$ cat config.mk
export PLATFORM = sky130hd
export DESIGN_NAME = alu_issue_ctrl
export DESIGN_NICKNAME = d
export VERILOG_FILES = /design/src/rtl/alu_pkg.sv /design/src/rtl/alu_resp_fifo.sv /design/src/rtl/alu_issue_ctrl.sv
export SDC_FILE = /design/constraint.sdc
export NUM_CORES = 1
export LEC_CHECK = 0
export ABC_AREA = 0
export BUFFER_PORTS_ARGS = -buffer_cell sky130_fd_sc_hd__buf_4
export CORE_MARGIN = 2
export CORE_UTILIZATION = 35
export DETAILED_ROUTE_END_ITERATION = 7
export SLEW_MARGIN = 5
export SYNTH_ARGS = -nofsm -noshare
export SYNTH_HDL_FRONTEND = slang
export SYNTH_SLANG_ARGS = --single-unit
$ cat constraint.sdc
create_clock -name Clk -period 2.15 [get_ports Clk]
set_clock_uncertainty 0.05 [all_clocks]
set_input_delay 0.1075 -clock Clk [delete_from_list [all_inputs] [get_ports Clk]]
set_output_delay 0.1075 -clock Clk [all_outputs]
set_load 0.01 [all_outputs]
$ cat src/rtl/alu_pkg.sv
// Shared types for the ALU issue front end: opcode map and response FIFO entry.
package alu_pkg;

  localparam int unsigned ALU_W = 8;

  typedef enum logic [2:0] {
    OP_AND = 3'd0,
    OP_ADD = 3'd1,
    OP_SUB = 3'd2,
    OP_OR  = 3'd3,
    OP_LSH = 3'd4,
    OP_RSH = 3'd5,
    OP_CMP = 3'd6,
    OP_ILL = 3'd7
  } aluop_t;

  typedef struct packed {
    logic [ALU_W-1:0] data;
    logic             zero;
    logic             par;
    logic             co;
    logic             err;
  } resp_t;

endpackage

$ cat src/rtl/alu_resp_fifo.sv
// Circular response FIFO; pointers wrap mod DEPTH, occupancy kept in a separate count.
module alu_resp_fifo import alu_pkg::*; #(
  parameter int unsigned DEPTH = 3,
  parameter type         T     = resp_t,
  localparam int unsigned PW   = (DEPTH > 1) ? $clog2(DEPTH) : 1,
  localparam int unsigned CW   = $clog2(DEPTH + 1)
) (
  input  logic          Clk,
  input  logic          Reset,
  input  logic          push,
  input  T              push_data,
  input  logic          pop,
  output T              head,
  output logic [CW-1:0] count,
  output logic          full,
  output logic          empty
);

  logic [PW-1:0] wr_ptr;
  logic [PW-1:0] rd_ptr;
  T              mem [DEPTH];
  logic          do_push;
  logic          do_pop;

  function automatic logic [PW-1:0] ptr_inc(input logic [PW-1:0] p);
    return (p == PW'(DEPTH - 1)) ? '0 : p + 1'b1;
  endfunction

  assign full    = (count == CW'(DEPTH));
  assign empty   = (count == '0);
  assign do_push = push && !full;
  assign do_pop  = pop && !empty;
  assign head    = mem[rd_ptr];

  always_ff @(posedge Clk) begin
    if (Reset) begin
      wr_ptr <= '0;
      rd_ptr <= '0;
      count  <= '0;
    end else begin
      if (do_push) begin
        mem[wr_ptr] <= push_data;
        wr_ptr      <= ptr_inc(wr_ptr);
      end
      if (do_pop) begin
        rd_ptr <= ptr_inc(rd_ptr);
      end
      // Simultaneous push and pop leaves the count unchanged.
      case ({do_push, do_pop})
        2'b10:   count <= count + 1'b1;
        2'b01:   count <= count - 1'b1;
        default: ;
      endcase
    end
  end

endmodule

$ cat src/rtl/alu_issue_ctrl.sv
// Requester front end for the combinational ALU: issue register, result capture,
// in-order response FIFO and architectural Z/P/C flags.
module alu_issue_ctrl import alu_pkg::*; #(
  parameter int unsigned W     = ALU_W,
  parameter int unsigned DEPTH = 3
) (
  input  logic         Clk,
  input  logic         Reset,
  input  logic         cmd_valid,
  output logic         cmd_ready,
  input  logic [2:0]   cmd_op,
  input  logic [W-1:0] cmd_a,
  input  logic [W-1:0] cmd_b,
  output logic [W-1:0] DatA,
  output logic [W-1:0] DatB,
  output logic [2:0]   Aluop,
  input  logic [W-1:0] Rslt,
  input  logic         Zero,
  input  logic         Par,
  input  logic         SCo,
  output logic         resp_valid,
  input  logic         resp_ready,
  output logic [W-1:0] resp_data,
  output logic         resp_zero,
  output logic         resp_par,
  output logic         resp_co,
  output logic         resp_err,
  output logic         FlagZ,
  output logic         FlagP,
  output logic         FlagC
);

  localparam int unsigned CW = $clog2(DEPTH + 1);
  localparam int unsigned OW = CW + 1;

  logic          s1_valid;
  aluop_t        s1_op;
  logic [W-1:0]  s1_a;
  logic [W-1:0]  s1_b;
  logic          accept;
  logic          push;
  logic          pop;
  logic          fifo_full;
  logic          fifo_empty;
  logic [CW-1:0] fifo_count;
  logic [OW-1:0] occupancy;
  resp_t         push_entry;
  resp_t         head;

  // Reserve a FIFO slot for whatever is in S1 so its capture can never overflow.
  assign occupancy = {1'b0, fifo_count} + OW'(s1_valid);
  assign cmd_ready = !Reset && (occupancy < OW'(DEPTH));
  assign accept    = cmd_valid && cmd_ready;
  assign push      = s1_valid && !fifo_full;
  assign pop       = resp_ready && !fifo_empty;

  assign DatA  = s1_a;
  assign DatB  = s1_b;
  assign Aluop = 3'(s1_op);

  always_comb begin
    push_entry = '0;
    if (s1_op == OP_ILL) begin
      push_entry.err = 1'b1;
    end else begin
      push_entry.data = ALU_W'(Rslt);
      push_entry.zero = Zero;
      push_entry.par  = Par;
      push_entry.co   = SCo;
    end
  end

  // S1 operands hold when idle so the ALU inputs do not toggle.
  always_ff @(posedge Clk) begin
    if (Reset) begin
      s1_valid <= 1'b0;
      s1_op    <= OP_AND;
      s1_a     <= '0;
      s1_b     <= '0;
      FlagZ    <= 1'b0;
      FlagP    <= 1'b0;
      FlagC    <= 1'b0;
    end else begin
      s1_valid <= accept;
      if (accept) begin
        s1_op <= aluop_t'(cmd_op);
        s1_a  <= cmd_a;
        s1_b  <= cmd_b;
      end
      if (push && !push_entry.err) begin
        FlagZ <= push_entry.zero;
        FlagP <= push_entry.par;
        FlagC <= push_entry.co;
      end
    end
  end

  alu_resp_fifo #(
    .DEPTH (DEPTH),
    .T     (resp_t)
  ) u_fifo (
    .Clk       (Clk),
    .Reset     (Reset),
    .push      (push),
    .push_data (push_entry),
    .pop       (pop),
    .head      (head),
    .count     (fifo_count),
    .full      (fifo_full),
    .empty     (fifo_empty)
  );

  // Response fields read zero whenever the FIFO is empty.
  always_comb begin
    resp_valid = !fifo_empty;
    resp_data  = '0;
    resp_zero  = 1'b0;
    resp_par   = 1'b0;
    resp_co    = 1'b0;
    resp_err   = 1'b0;
    if (!fifo_empty) begin
      resp_data = W'(head.data);
      resp_zero = head.zero;
      resp_par  = head.par;
      resp_co   = head.co;
      resp_err  = head.err;
    end
  end

endmodule
==> implementation parameters, run 1 <==
Parameter                              Value

Outcome
  Outcome ... completed

Setup path
  Reg2reg start ... u_fifo.count[0]
  CP cell instances ... ha_1 > ha_1 > a211oi_2 > buf_4 > buf_4
  Depth of the worst register-to-register path ... 6
  Instance count on the critical path ... 5
  Worst r2r dst ... DatA[7]
  Buffers and inverters on the worst path ... 2
  Crit-path slowest cell ... sky130_fd_sc_hd__dfxtp_2
  CP top delay family ... adder cells
  CP endpoint kind ... output port
  Nature of the critical path startpoint ... flip-flop
  Crit path arrival time ... approximately 1.8 ns
  Required time reported for the critical path endpoint ... roughly 2.0 ns
  Maximum net fanout on the critical path ... 20
  Register-to-Register Setup Slack ... between 0.4 and 0.5 ns
  CP Class ... reg2out
  Crit path largest cell delay ... ~0.36 ns

CTS
  Clock tree buffer depth ... 2
  Clock buffer count from CTS ... 9
  Library cell used as clock root buffer ... sky130_fd_sc_hd__clkbuf_8
  Post-CTS setup-driven buffer insertion count ... 0
  Clk_lat worst skew ... about 0.34 ns
  Clock net sink count ... 67
  Clock H-tree levels ... 3
  Clk pin slew, worst setup/hold paths ... ~0.070 ns
  CTS tree ... built

Pwr
  Net Sw Frac ... between 20% and 30%
  Maximum vdd ir drop ... about 0.00053 V
  Share of total power in the clock network ... between 20% and 30%
  Sw Pwr ... just over 1 mW
  Share of total power in sequential cells ... a little over two fifths
  Leakage power ... 1.49 nW
  Comb power frac ... a little over a quarter
  Power density over cell area ... about 920 mW/mm2
  Total chip power ... around 3.5 mW
  Internal power component ... between 2 and 2.5 mW

Logic synthesis
  Yosys Warn Count ... 0
  Syn_nets ... between 200 and 300
  Average cell area after synthesis ... around 12 um2
  Proportion of register bits with asynchronous set or reset after synthesis ... 0%
  Number of synthesized flops with an enable pin ... 36
  Cell with the most instances after synthesis ... sky130_fd_sc_hd__edfxtp_1
  Number of instances in the synthesized netlist ... around 230
  Synth top area share ... between 30% and 40%
  Cell taking the most area after synthesis ... sky130_fd_sc_hd__edfxtp_1
  Post-synthesis cell area ... 0.00273 mm2
  Fraction of the yosys area taken by sequential cells ... between 60% and 70%
  Cell types with the highest counts after synthesis ... sky130_fd_sc_hd__edfxtp_1, sky130_fd_sc_hd__dfxtp_1, sky130_fd_sc_hd__nand3_1
  Most used DFF post-synth ... sky130_fd_sc_hd__edfxtp_1
  Count of cell types in the netlist ... 27
  Number of synthesized register bits ... 67
  Cell types with the largest area share after synthesis ... sky130_fd_sc_hd__edfxtp_1, sky130_fd_sc_hd__dfxtp_1, sky130_fd_sc_hd__mux2i_1

STA
  Fmax achieved ... ~500 MHz
  Setup-violating endpoint count in the final report ... 0
  Max-slew violation count ... 0
  Setup_tns ... 0 ns
  Final period demand of the worst path ... between 2 and 2.5 ns
  Measured slew at the worst slew-check pin ... around 0.26 ns
  Fin crit share ... between 90% and 100%
  Unrepaired setup endpoints after global routing ... no
  Max transition margin ... about 83%
  Number of hold-slack violations in the final timing report ... 0

Cells and area
  Number of filler cells placed in the layout ... ~700
  Total Nets Final ... about 360
  Non-filler cells, final ... 434
  Share of final-layout standard cells stronger than drive strength 1 ... a little over a third
  Layout Area Growth over Synthesis ... 40.4%
  Total inserted antenna cells ... 0

Route
  Detailed-route wire length ... about 5600 um
  Drt via density ... ~4.6
  Final routed DRC violation total ... 0
  Detailed-route via count ... ~2000
  Remaining number of nets flagged by the antenna check after routing ... 0
  First drt pass iteration count ... 6
  DRC marker count from the first detailed-route iteration ... between 70 and 80
  Post-detailed-route wirelength per cell ... 13.0 um

Floorplan
  Placement Rows ... 32
  DIE AREA ... approximately 0.0085 mm2
  Core outline area ... ~0.0076 mm2
  Vert. Die Dim ... 92.2 um
  Die extent in x ... 92.2 um
  Initial core utilization ... a little over a third
  Number of top-level pins ... 70

GRT
  Maximum number of pins on one net before global-route repair ... 31
  GRT Residual Overflow ... 0
  Antenna violations before repair ... 0
  Overall track demand over capacity in global routing ... 14.4%
  Via count of the first global-routing pass ... ~2000
  First-pass GRT wire length ... 9440 um

Place
  Port buffer count ... 69
  DP Wirelength ... about 3600 um
  Weighted congestion at the end of routability-driven global placement ... between 0.7 and 0.8
  Number of placed instances with taps included ... between 300 and 400

Flow run
  MaxCap Viol Count ... 0

Worst hold path
  Hold path startpoint ... Rslt[0]
  Number of instances on the worst hold path ... 2
  Worst min-delay path endpoint ... u_fifo.mem[2][4]
  Path type of the worst min-delay path ... in2reg
[routing by layer]
layer  global-route usage [%]  vias to the layer above  wire [um]  part of all wire (%)
met5                        0                        -          0                     0
met4                     4.48                        0         79                   1.4
met3                     7.07                        9        530                   9.4
met2                     23.0                       73       2630                    47
met1                     17.1                      901       2400                    43
li1                         -                      998          -                     -
[area by class of cell]
type | instances | area, um2 | area share, %
multi-input combinational | 144 | 966 | 25.3
clock inverter | 7 | 76.3 | 2.00
tap | 102 | 128 | 3.34
timing repair buffer | 101 | 813 | 21.3
clock buffer | 9 | 124 | 3.24
inverter | 4 | 15.0 | 0.393
sequential | 67 | 1700 | 44.5
[per-stage QoR]
stage / setup WS (ns) / utilization (%) / cell area, um2 / hold WS, ns
floorplan: 0.234 / - / 2740 / 0.188
global placement: 0.419 / 44.5 / 3400 / 0.273
detailed placement: 0.371 / 44.5 / 3400 / 0.278
CTS: 0.0500 / 50.0 / 3820 / 0.0192
global route: 0.0669 / 50.0 / 3820 / 0.0296
finish: 0.149 / 50.0 / 3820 / 0.0385
[flip-flops by register name, indices dropped and copies added, names as in the netlist, named ones only]
register	cells
u_fifo.mem	36
u_fifo.wr_ptr	2
u_fifo.count	2
u_fifo.rd_ptr	2
Aluop	3
DatA	8
DatB	8
s1_valid	1
FlagC	1
FlagZ	1
FlagP	1
[cells in the final DEF (no fill, tap or decap)]
cell | netlist | layout
sky130_fd_sc_hd__clkbuf_8 | 0 | 9
sky130_fd_sc_hd__a21bo_2 | 3 | 3
sky130_fd_sc_hd__buf_4 | 0 | 79
sky130_fd_sc_hd__nor3b_2 | 0 | 1
sky130_fd_sc_hd__nor2b_1 | 2 | 2
sky130_fd_sc_hd__nand2b_1 | 20 | 20
sky130_fd_sc_hd__xnor2_1 | 1 | 1
sky130_fd_sc_hd__clkinv_2 | 0 | 1
sky130_fd_sc_hd__a21oi_1 | 6 | 6
sky130_fd_sc_hd__clkinv_4 | 0 | 1
sky130_fd_sc_hd__dfxtp_2 | 0 | 1
sky130_fd_sc_hd__edfxtp_1 | 36 | 36
sky130_fd_sc_hd__dlygate4sd3_1 | 0 | 22
sky130_fd_sc_hd__a211oi_2 | 0 | 1
sky130_fd_sc_hd__xor2_1 | 1 | 1
sky130_fd_sc_hd__clkinvlp_4 | 0 | 2
sky130_fd_sc_hd__and2_1 | 12 | 12
sky130_fd_sc_hd__o21ai_2 | 1 | 1
sky130_fd_sc_hd__o21ai_0 | 20 | 20
sky130_fd_sc_hd__mux2_2 | 12 | 12
sky130_fd_sc_hd__nand3_1 | 23 | 23
sky130_fd_sc_hd__inv_1 | 4 | 4
sky130_fd_sc_hd__bufinv_16 | 0 | 1
sky130_fd_sc_hd__nand2_1 | 2 | 2
sky130_fd_sc_hd__nor3_2 | 0 | 1
sky130_fd_sc_hd__mux2i_1 | 14 | 14
sky130_fd_sc_hd__dfxtp_1 | 31 | 30
sky130_fd_sc_hd__ha_1 | 3 | 3
sky130_fd_sc_hd__nor2_1 | 17 | 17
sky130_fd_sc_hd__or3b_1 | 1 | 1
sky130_fd_sc_hd__inv_6 | 0 | 2
sky130_fd_sc_hd__or3_1 | 2 | 2
sky130_fd_sc_hd__a21boi_2 | 1 | 1
[what timing repair did]
item                       in CTS  in global routing
hold buffers                   22                  0
setup endpoints to repair       0                  1
gates resized for setup         0                  1
hold endpoints to repair       22                  0
[power groups by stage]
stage                     Clock, mW  Sequential (mW)  Combinational (mW)
after detailed placement          0             1.55               0.936
after global placement            0             1.55               0.922
after global routing           1.13             1.54                1.06
final                          1.03             1.53               0.953
after CTS                      1.07             1.52               0.968
after floorplan                   0             1.57               0.486
[kinds of logic after synthesis]
group           count (synthesis)  share of synthesized area [%]
simple gates                   81                           15.9
buf+inv                        17                           2.66
xor+xnor                        2                          0.643
fa+ha+maj                       3                           1.38
mux                            26                           10.1
compound gates                 32                           6.89
flops                          67                           62.4
[worst max path at each step]
stage | end | start
floorplan | u_fifo.mem[1][0] | u_fifo.count[0]
global placement | DatA[1] | u_fifo.count[0]
detailed placement | DatB[1] | u_fifo.count[0]
CTS | cmd_ready | u_fifo.count[0]
global route | cmd_ready | u_fifo.count[0]
finish | cmd_ready | u_fifo.count[0]
Note: power is estimated with default switching activity, not from simulation.
==> inputs of run 2 (changes only) <==
--- a/config.mk
+++ b/config.mk
@@ -10,6 +10,7 @@
 export CORE_MARGIN = 2
 export CORE_UTILIZATION = 35
 export DETAILED_ROUTE_END_ITERATION = 7
+export RECOVER_POWER = 25
 export SLEW_MARGIN = 5
 export SYNTH_ARGS = -nofsm -noshare
 export SYNTH_HDL_FRONTEND = slang
==> run 2 against run 1 <==
Compared with the run above: critical path depth unchanged; maximum frequency is 0.80% higher; combinational power is 4.1% lower; utilization decreased by 1.2 points; largest power group unchanged.
==> implementation parameters, run 2 (synthesis results as in run 1) <==
Parameter                              Value

Cells and area
  Register with the most flip-flops ... u_fifo.mem
  Top library cells by usage in the layout, fill and taps aside ... sky130_fd_sc_hd__buf_4, sky130_fd_sc_hd__edfxtp_1, sky130_fd_sc_hd__dfxtp_1
  Layout Area Growth over Synthesis ... 37.1%
  Flip-flop count of the largest register after layout ... 36 (unchanged)
  Total inserted antenna cells ... 0 (unchanged)
  FF+latch area ... 0.00170 mm2 (unchanged)
  Total Nets Final ... 364 (unchanged)
  Commonest non-fill, non-tap cell in the layout ... sky130_fd_sc_hd__buf_4
  Number of filler cells placed in the layout ... 733 (+4.6%)
  Area occupied by multi-input gates ... 962 um2 (-0.39%)
  Share of final-layout standard cells stronger than drive strength 1 ... 27.7% (-7.2 points)
  Summed area of non-filler cells in the final layout ... 0.00373 mm2 (-2.4%)

CTS
  Library cell used as clock root buffer ... sky130_fd_sc_hd__clkbuf_8
  Clock net sink count ... 67 (unchanged)
  Clock tree buffer depth ... 2 (unchanged)
  Post-CTS setup-driven buffer insertion count ... 0 (unchanged)
  Clock H-tree levels ... 3 (unchanged)
  Clk_lat worst skew ... 0.34 ns (about the same)
  CTS tree ... built
  Clk pin slew, worst setup/hold paths ... 0.08 ns (about the same)
  Clock buffer count from CTS ... 9 (unchanged)

Floorplan
  Vert. Die Dim ... 92.2 um (unchanged)
  Initial core utilization ... 35.6% (unchanged)
  Placement Rows ... 32 (unchanged)
  Number of top-level pins ... 70 (unchanged)
  DIE AREA ... 0.00851 mm2 (unchanged)
  Core outline area ... 0.00765 mm2 (unchanged)
  Die extent in x ... 92.2 um (unchanged)

Setup path
  CP top delay family ... adder cells
  Critical Path Start ... u_fifo.count[0]
  Required time reported for the critical path endpoint ... 1.99 ns (about the same)
  Nature of the critical path startpoint ... flip-flop
  Maximum net fanout on the critical path ... 20 (unchanged)
  Reg2reg start ... u_fifo.count[0]
  Buffers and inverters on the worst path ... 2 (unchanged)
  CP Class ... reg2out
  Crit-path slowest cell ... sky130_fd_sc_hd__dfxtp_2
  Crit path largest cell delay ... 0.36 ns (about the same)
  CP cell instances ... ha_1 > ha_1 > a211oi_2 > buf_4 > buf_4
  CP endpoint kind ... output port
  Crit path arrival time ... 1.83 ns (about the same)

Pwr
  Power density over cell area ... 929 mW/mm2 (+1.1%)
  Maximum vdd ir drop ... 0.000527 V (-0.21%)
  Leakage power ... 1.39 nW (-6.3%)
  Total chip power ... 3.47 mW (-1.3%)

Route
  First drt pass iteration count ... 6 (unchanged)
  Detailed-route via count ... 1984 (+0.15%)
  Remaining number of nets flagged by the antenna check after routing ... 0 (unchanged)
  Detailed-route wire length ... 5580 um (-0.99%)
  DRC marker count from the first detailed-route iteration ... 72 (-4.0%)
  Drt via density ... 4.57 (+0.15%)
  Final routed DRC violation total ... 0 (unchanged)
  Post-detailed-route wirelength per cell ... 12.9 um (-0.99%)

Place
  Placement-stage cell area ... 0.00340 mm2 (unchanged)
  DP Wirelength ... 3550 um (unchanged)
  Weighted congestion at the end of routability-driven global placement ... 0.712 (unchanged)
  Port buffer count ... 69 (unchanged)

GRT
  Maximum number of pins on one net before global-route repair ... 31 (unchanged)
  Via count of the first global-routing pass ... 1982 (unchanged)
  GRT Residual Overflow ... 0 (unchanged)
  Antenna violations before repair ... 0 (unchanged)
  Overall track demand over capacity in global routing ... 14.4% (unchanged)
  First-pass GRT wire length ... 9440 um (unchanged)

Outcome
  Outcome ... completed

STA
  Setup-violating endpoint count in the final report ... 0 (unchanged)
  Number of hold-slack violations in the final timing report ... 0 (unchanged)
  Setup_tns ... 0 ns (unchanged)
  Max-slew violation count ... 0 (unchanged)
  Fin crit share ... 92.3% (-0.74 points)
  Measured slew at the worst slew-check pin ... 0.781 ns (+0.521 ns)
  Final period demand of the worst path ... 1.99 ns (-0.0158 ns)
  Fmax achieved ... 504 MHz (+0.80%)
  Unrepaired setup endpoints after global routing ... no
  Max transition margin ... 48.0% (-35 points)

Worst hold path
  Hold path startpoint ... Rslt[0]
  Path type of the worst min-delay path ... in2reg

Flow run
  MaxCap Viol Count ... 0 (unchanged)
-- run 2: power breakdown --
part           total (mW)  switching (mW)  internal, mW
Sequential           1.52          0.0694          1.45
Combinational       0.914           0.457         0.457
Clock                1.03           0.491         0.543
-- run 2: layer usage --
metal	routed length [um]	GRT usage [%]
met3	490	7.07
met5	0	0
met4	57	4.48
met1	2410	17.1
met2	2620	23.0
-- run 2: through the flow --
stage	setup WS [ns]	hold WS, ns	utilization [%]	std cells
6_report	0.165	0.0405	48.8	434
5_1_grt	0.0749	0.0322	48.8	434
4_1_cts	0.0500	0.0192	50.0	434
3_5_place_dp	0.371	0.278	44.5	396
3_3_place_gp	0.419	0.273	44.5	396
2_1_floorplan	0.234	0.188	-	228
-- run 2: path summary, 6_finish.rpt --
| check | end | slack (ns) | cells after the start |
|---|---|---|---|
| setup / recovery | cmd_ready | 0.16 | 5 |
| hold / removal | u_fifo.mem[2][4] | 0.04 | 2 |
| setup reg to reg | u_fifo.count[1] | 0.34 | 5 |
| hold reg to reg | DatB[3] | 0.43 | 2 |
-- run 2: area by class of cell --
| class | count | share of cell area [%] |
|---|---|---|
| timing repair buffer | 101 | 19.5 |
| clock buffer | 9 | 3.32 |
| multi-input combinational | 144 | 25.8 |
| clock inverter | 7 | 2.04 |
| tap | 102 | 3.42 |
| sequential | 67 | 45.6 |
| inverter | 4 | 0.402 |
-- run 2: timing repair --
| item | CTS | global route |
|---|---|---|
| setup endpoints to repair | 0 | 1 |
| hold buffers | 22 | 0 |
| resized for setup | 0 | 1 |
| endpoints found under the hold margin | 22 | 0 |
==> inputs of run 3 (changes only) <==
--- a/config.mk
+++ b/config.mk
@@ -8,10 +8,11 @@
 export ABC_AREA = 0
 export BUFFER_PORTS_ARGS = -buffer_cell sky130_fd_sc_hd__buf_4
 export CORE_MARGIN = 2
-export CORE_UTILIZATION = 35
+export CORE_UTILIZATION = 31
 export DETAILED_ROUTE_END_ITERATION = 7
 export RECOVER_POWER = 25
-export SLEW_MARGIN = 5
+export SLEW_MARGIN = 25
 export SYNTH_ARGS = -nofsm -noshare
 export SYNTH_HDL_FRONTEND = slang
 export SYNTH_SLANG_ARGS = --single-unit
+export TNS_END_PERCENT = 50
==> run 3 against run 2 <==
Compared with the run above: first-iteration DRC count is 18% higher; non-clock buffer count stayed put; global-route usage is 1.3 points lower; via count is 1.5% higher; routed wire length is 5.2% higher; maximum frequency is 0.29% lower; highest routed layer unchanged; setup slack worse by 0.0059 ns; utilization is 5.7 points lower; combinational power is 1% lower; sequential cell count stayed put; power is 0.97% lower; clock power is 4% lower.
==> implementation parameters, run 3 (synthesis results as in run 1) <==
Parameter                              Value

Outcome
  Outcome ... completed

Place
  Port buffer count ... 69 (unchanged)
  Placement-stage cell area ... 0.00341 mm2 (about the same)
  DP Wirelength ... 3800 um (+6.8%)
  Worst slack, placed ... 0.223 ns (-0.148 ns)
  Weighted congestion at the end of routability-driven global placement ... 0.710 (-0.32%)
  Number of placed instances with taps included ... 402 (+1.5%)

Cells and area
  Total Nets Final ... 364 (unchanged)
  Commonest non-fill, non-tap cell in the layout ... sky130_fd_sc_hd__buf_4
  Flip-flop count of the largest register after layout ... 36 (unchanged)
  Share of final-layout standard cells stronger than drive strength 1 ... 27.1% (-0.60 points)
  Register with the most flip-flops ... u_fifo.mem
  Layout Area Growth over Synthesis ... 36.8%
  Top library cells by usage in the layout, fill and taps aside ... sky130_fd_sc_hd__buf_4, sky130_fd_sc_hd__edfxtp_1, sky130_fd_sc_hd__dfxtp_1
  Non-filler cells, final ... 440 (+1.4%)
  Total inserted antenna cells ... 0 (unchanged)
  Final core occ ... 43.2% (-5.7 points)
  Summed area of non-filler cells in the final layout ... 0.00373 mm2 (-0.20%)

Setup path
  CP cell instances ... ha_1 > ha_1 > a211oi_2 > buf_4 > buf_4
  Depth of the worst register-to-register path ... 6 (+1)
  CP endpoint kind ... output port
  CP Class ... reg2out
  Worst r2r dst ... DatA[7]
  Critical Path Start ... u_fifo.count[0]
  Required time reported for the critical path endpoint ... 1.99 ns (about the same)
  Register-to-Register Setup Slack ... 0.30 ns (-0.04 ns)
  Reg2reg start ... u_fifo.count[0]
  Nature of the critical path startpoint ... flip-flop
  Maximum net fanout on the critical path ... 20 (unchanged)
  Crit path arrival time ... 1.83 ns (about the same)
  Crit-path slowest cell ... sky130_fd_sc_hd__dfxtp_2
  Crit path largest cell delay ... 0.36 ns (about the same)

STA
  Max-slew violation count ... 0 (unchanged)
  Fmax achieved ... 502 MHz (-0.29%)
  Setup_tns ... 0 ns (unchanged)
  Final period demand of the worst path ... 1.99 ns (+0.00587 ns)
  Unrepaired setup endpoints after global routing ... no
  Max transition margin ... 45.3% (-2.7 points)
  Worst hold slack ... 0.0619 ns (+0.0214 ns)
  Setup-violating endpoint count in the final report ... 0 (unchanged)
  Number of hold-slack violations in the final timing report ... 0 (unchanged)
  Measured slew at the worst slew-check pin ... 0.821 ns (+0.0403 ns)
  Final worst slack ... 0.159 ns (-0.00587 ns)
  Fin crit share ... 92.6% (+0.27 points)

CTS
  Clock net sink count ... 67 (unchanged)
  Post-CTS setup-driven buffer insertion count ... 0 (unchanged)
  CTS tree ... built
  Clock buffer count from CTS ... 9 (unchanged)
  Clock H-tree levels ... 3 (unchanged)
  Clk_lat worst skew ... 0.33 ns (about the same)
  Clk pin slew, worst setup/hold paths ... 0.07 ns (about the same)
  Library cell used as clock root buffer ... sky130_fd_sc_hd__clkbuf_8
  Clock tree buffer depth ... 2 (unchanged)

Route
  First drt pass iteration count ... 4 (-2)
  DRC marker count from the first detailed-route iteration ... 85 (+18%)
  Drt via density ... 4.58 (about the same)
  Detailed-route wire length ... 5870 um (+5.2%)
  Detailed-route via count ... 2013 (+1.5%)
  Post-detailed-route wirelength per cell ... 13.3 um (+3.8%)
  Remaining number of nets flagged by the antenna check after routing ... 0 (unchanged)
  Final routed DRC violation total ... 0 (unchanged)

GRT
  Maximum number of pins on one net before global-route repair ... 31 (unchanged)
  First-pass GRT wire length ... 9910 um (+5.0%)
  GRT Residual Overflow ... 0 (unchanged)
  Via count of the first global-routing pass ... 2067 (+4.3%)
  Antenna violations before repair ... 0 (unchanged)
  Overall track demand over capacity in global routing ... 13.1% (-1.3 points)

Flow run
  MaxCap Viol Count ... 0 (unchanged)

Worst hold path
  Worst min-delay path endpoint ... u_fifo.mem[1][5]
  Number of instances on the worst hold path ... 2 (unchanged)
  Hold path startpoint ... Rslt[1]
  Path type of the worst min-delay path ... in2reg

Pwr
  Leakage power ... 1.38 nW (-0.72%)
  Power density over cell area ... 922 mW/mm2 (-0.77%)
  Maximum vdd ir drop ... 0.000402 V (-24%)
  Total chip power ... 3.44 mW (-0.97%)

Floorplan
  Number of top-level pins ... 70 (unchanged)
  DIE AREA ... 0.00956 mm2 (+12%)
  Placement Rows ... 34 (+6.3%)
  Core outline area ... 0.00864 mm2 (+13%)
  Vert. Die Dim ... 97.8 um (+6.0%)
  Initial core utilization ... 31.6% (-4.1 points)
  Die extent in x ... 97.8 um (+6.0%)
==> run 3: layout make-up <==
type                            instances  area, um2
Sequential cell                        67       1700
Multi-Input combinational cell        144        961
Fill cell                             843       4910
Clock inverter                          5       55.1
Timing Repair Buffer                  101        727
Clock buffer                           11        131
Tap cell                              108        135
Inverter                                4       15.0
==> run 3: worst max path at each step <==
stage | endpoint | slack [ns] | cells past startpoint
2_1_floorplan | u_fifo.mem[0][0] | -0.05 | 3
3_3_place_gp | DatA[0] | 0.28 | 6
3_5_place_dp | DatB[6] | 0.22 | 6
4_1_cts | cmd_ready | 0.06 | 5
5_1_grt | cmd_ready | 0.06 | 5
6_report | cmd_ready | 0.16 | 5
==> run 3: metal layers <==
layer	wire, um	up-vias	GRT usage (%)
met2	2660	86	20.1
met5	0	-	0
met3	517	4	6.01
li1	-	1001	-
met4	51	0	4.17
met1	2640	922	16.5
==> run 3: where the power goes <==
part           total, mW  internal, mW  switching (mW)  leakage, nW
clock network      0.987         0.532           0.455       0.0893
registers           1.54          1.45          0.0914        0.580
logic              0.904         0.460           0.444        0.713
total               3.44          2.45           0.990         1.38
==> run 3: repair_timing <==
action	in CTS	in global routing
hold buffers	22	0
gates resized for setup	0	1
setup endpoints to repair	0	1
hold endpoints to repair	22	0
==> run 3: critical path, delay by kind of cell (launching register included) <==
kind / cells / cell delay [ns]
AO/OA/AOI/OAI: 1 / 0.23
adder cells (fa/ha/maj): 2 / 0.47
flip-flops: 1 / 0.36
buffers and inverters: 2 / 0.43
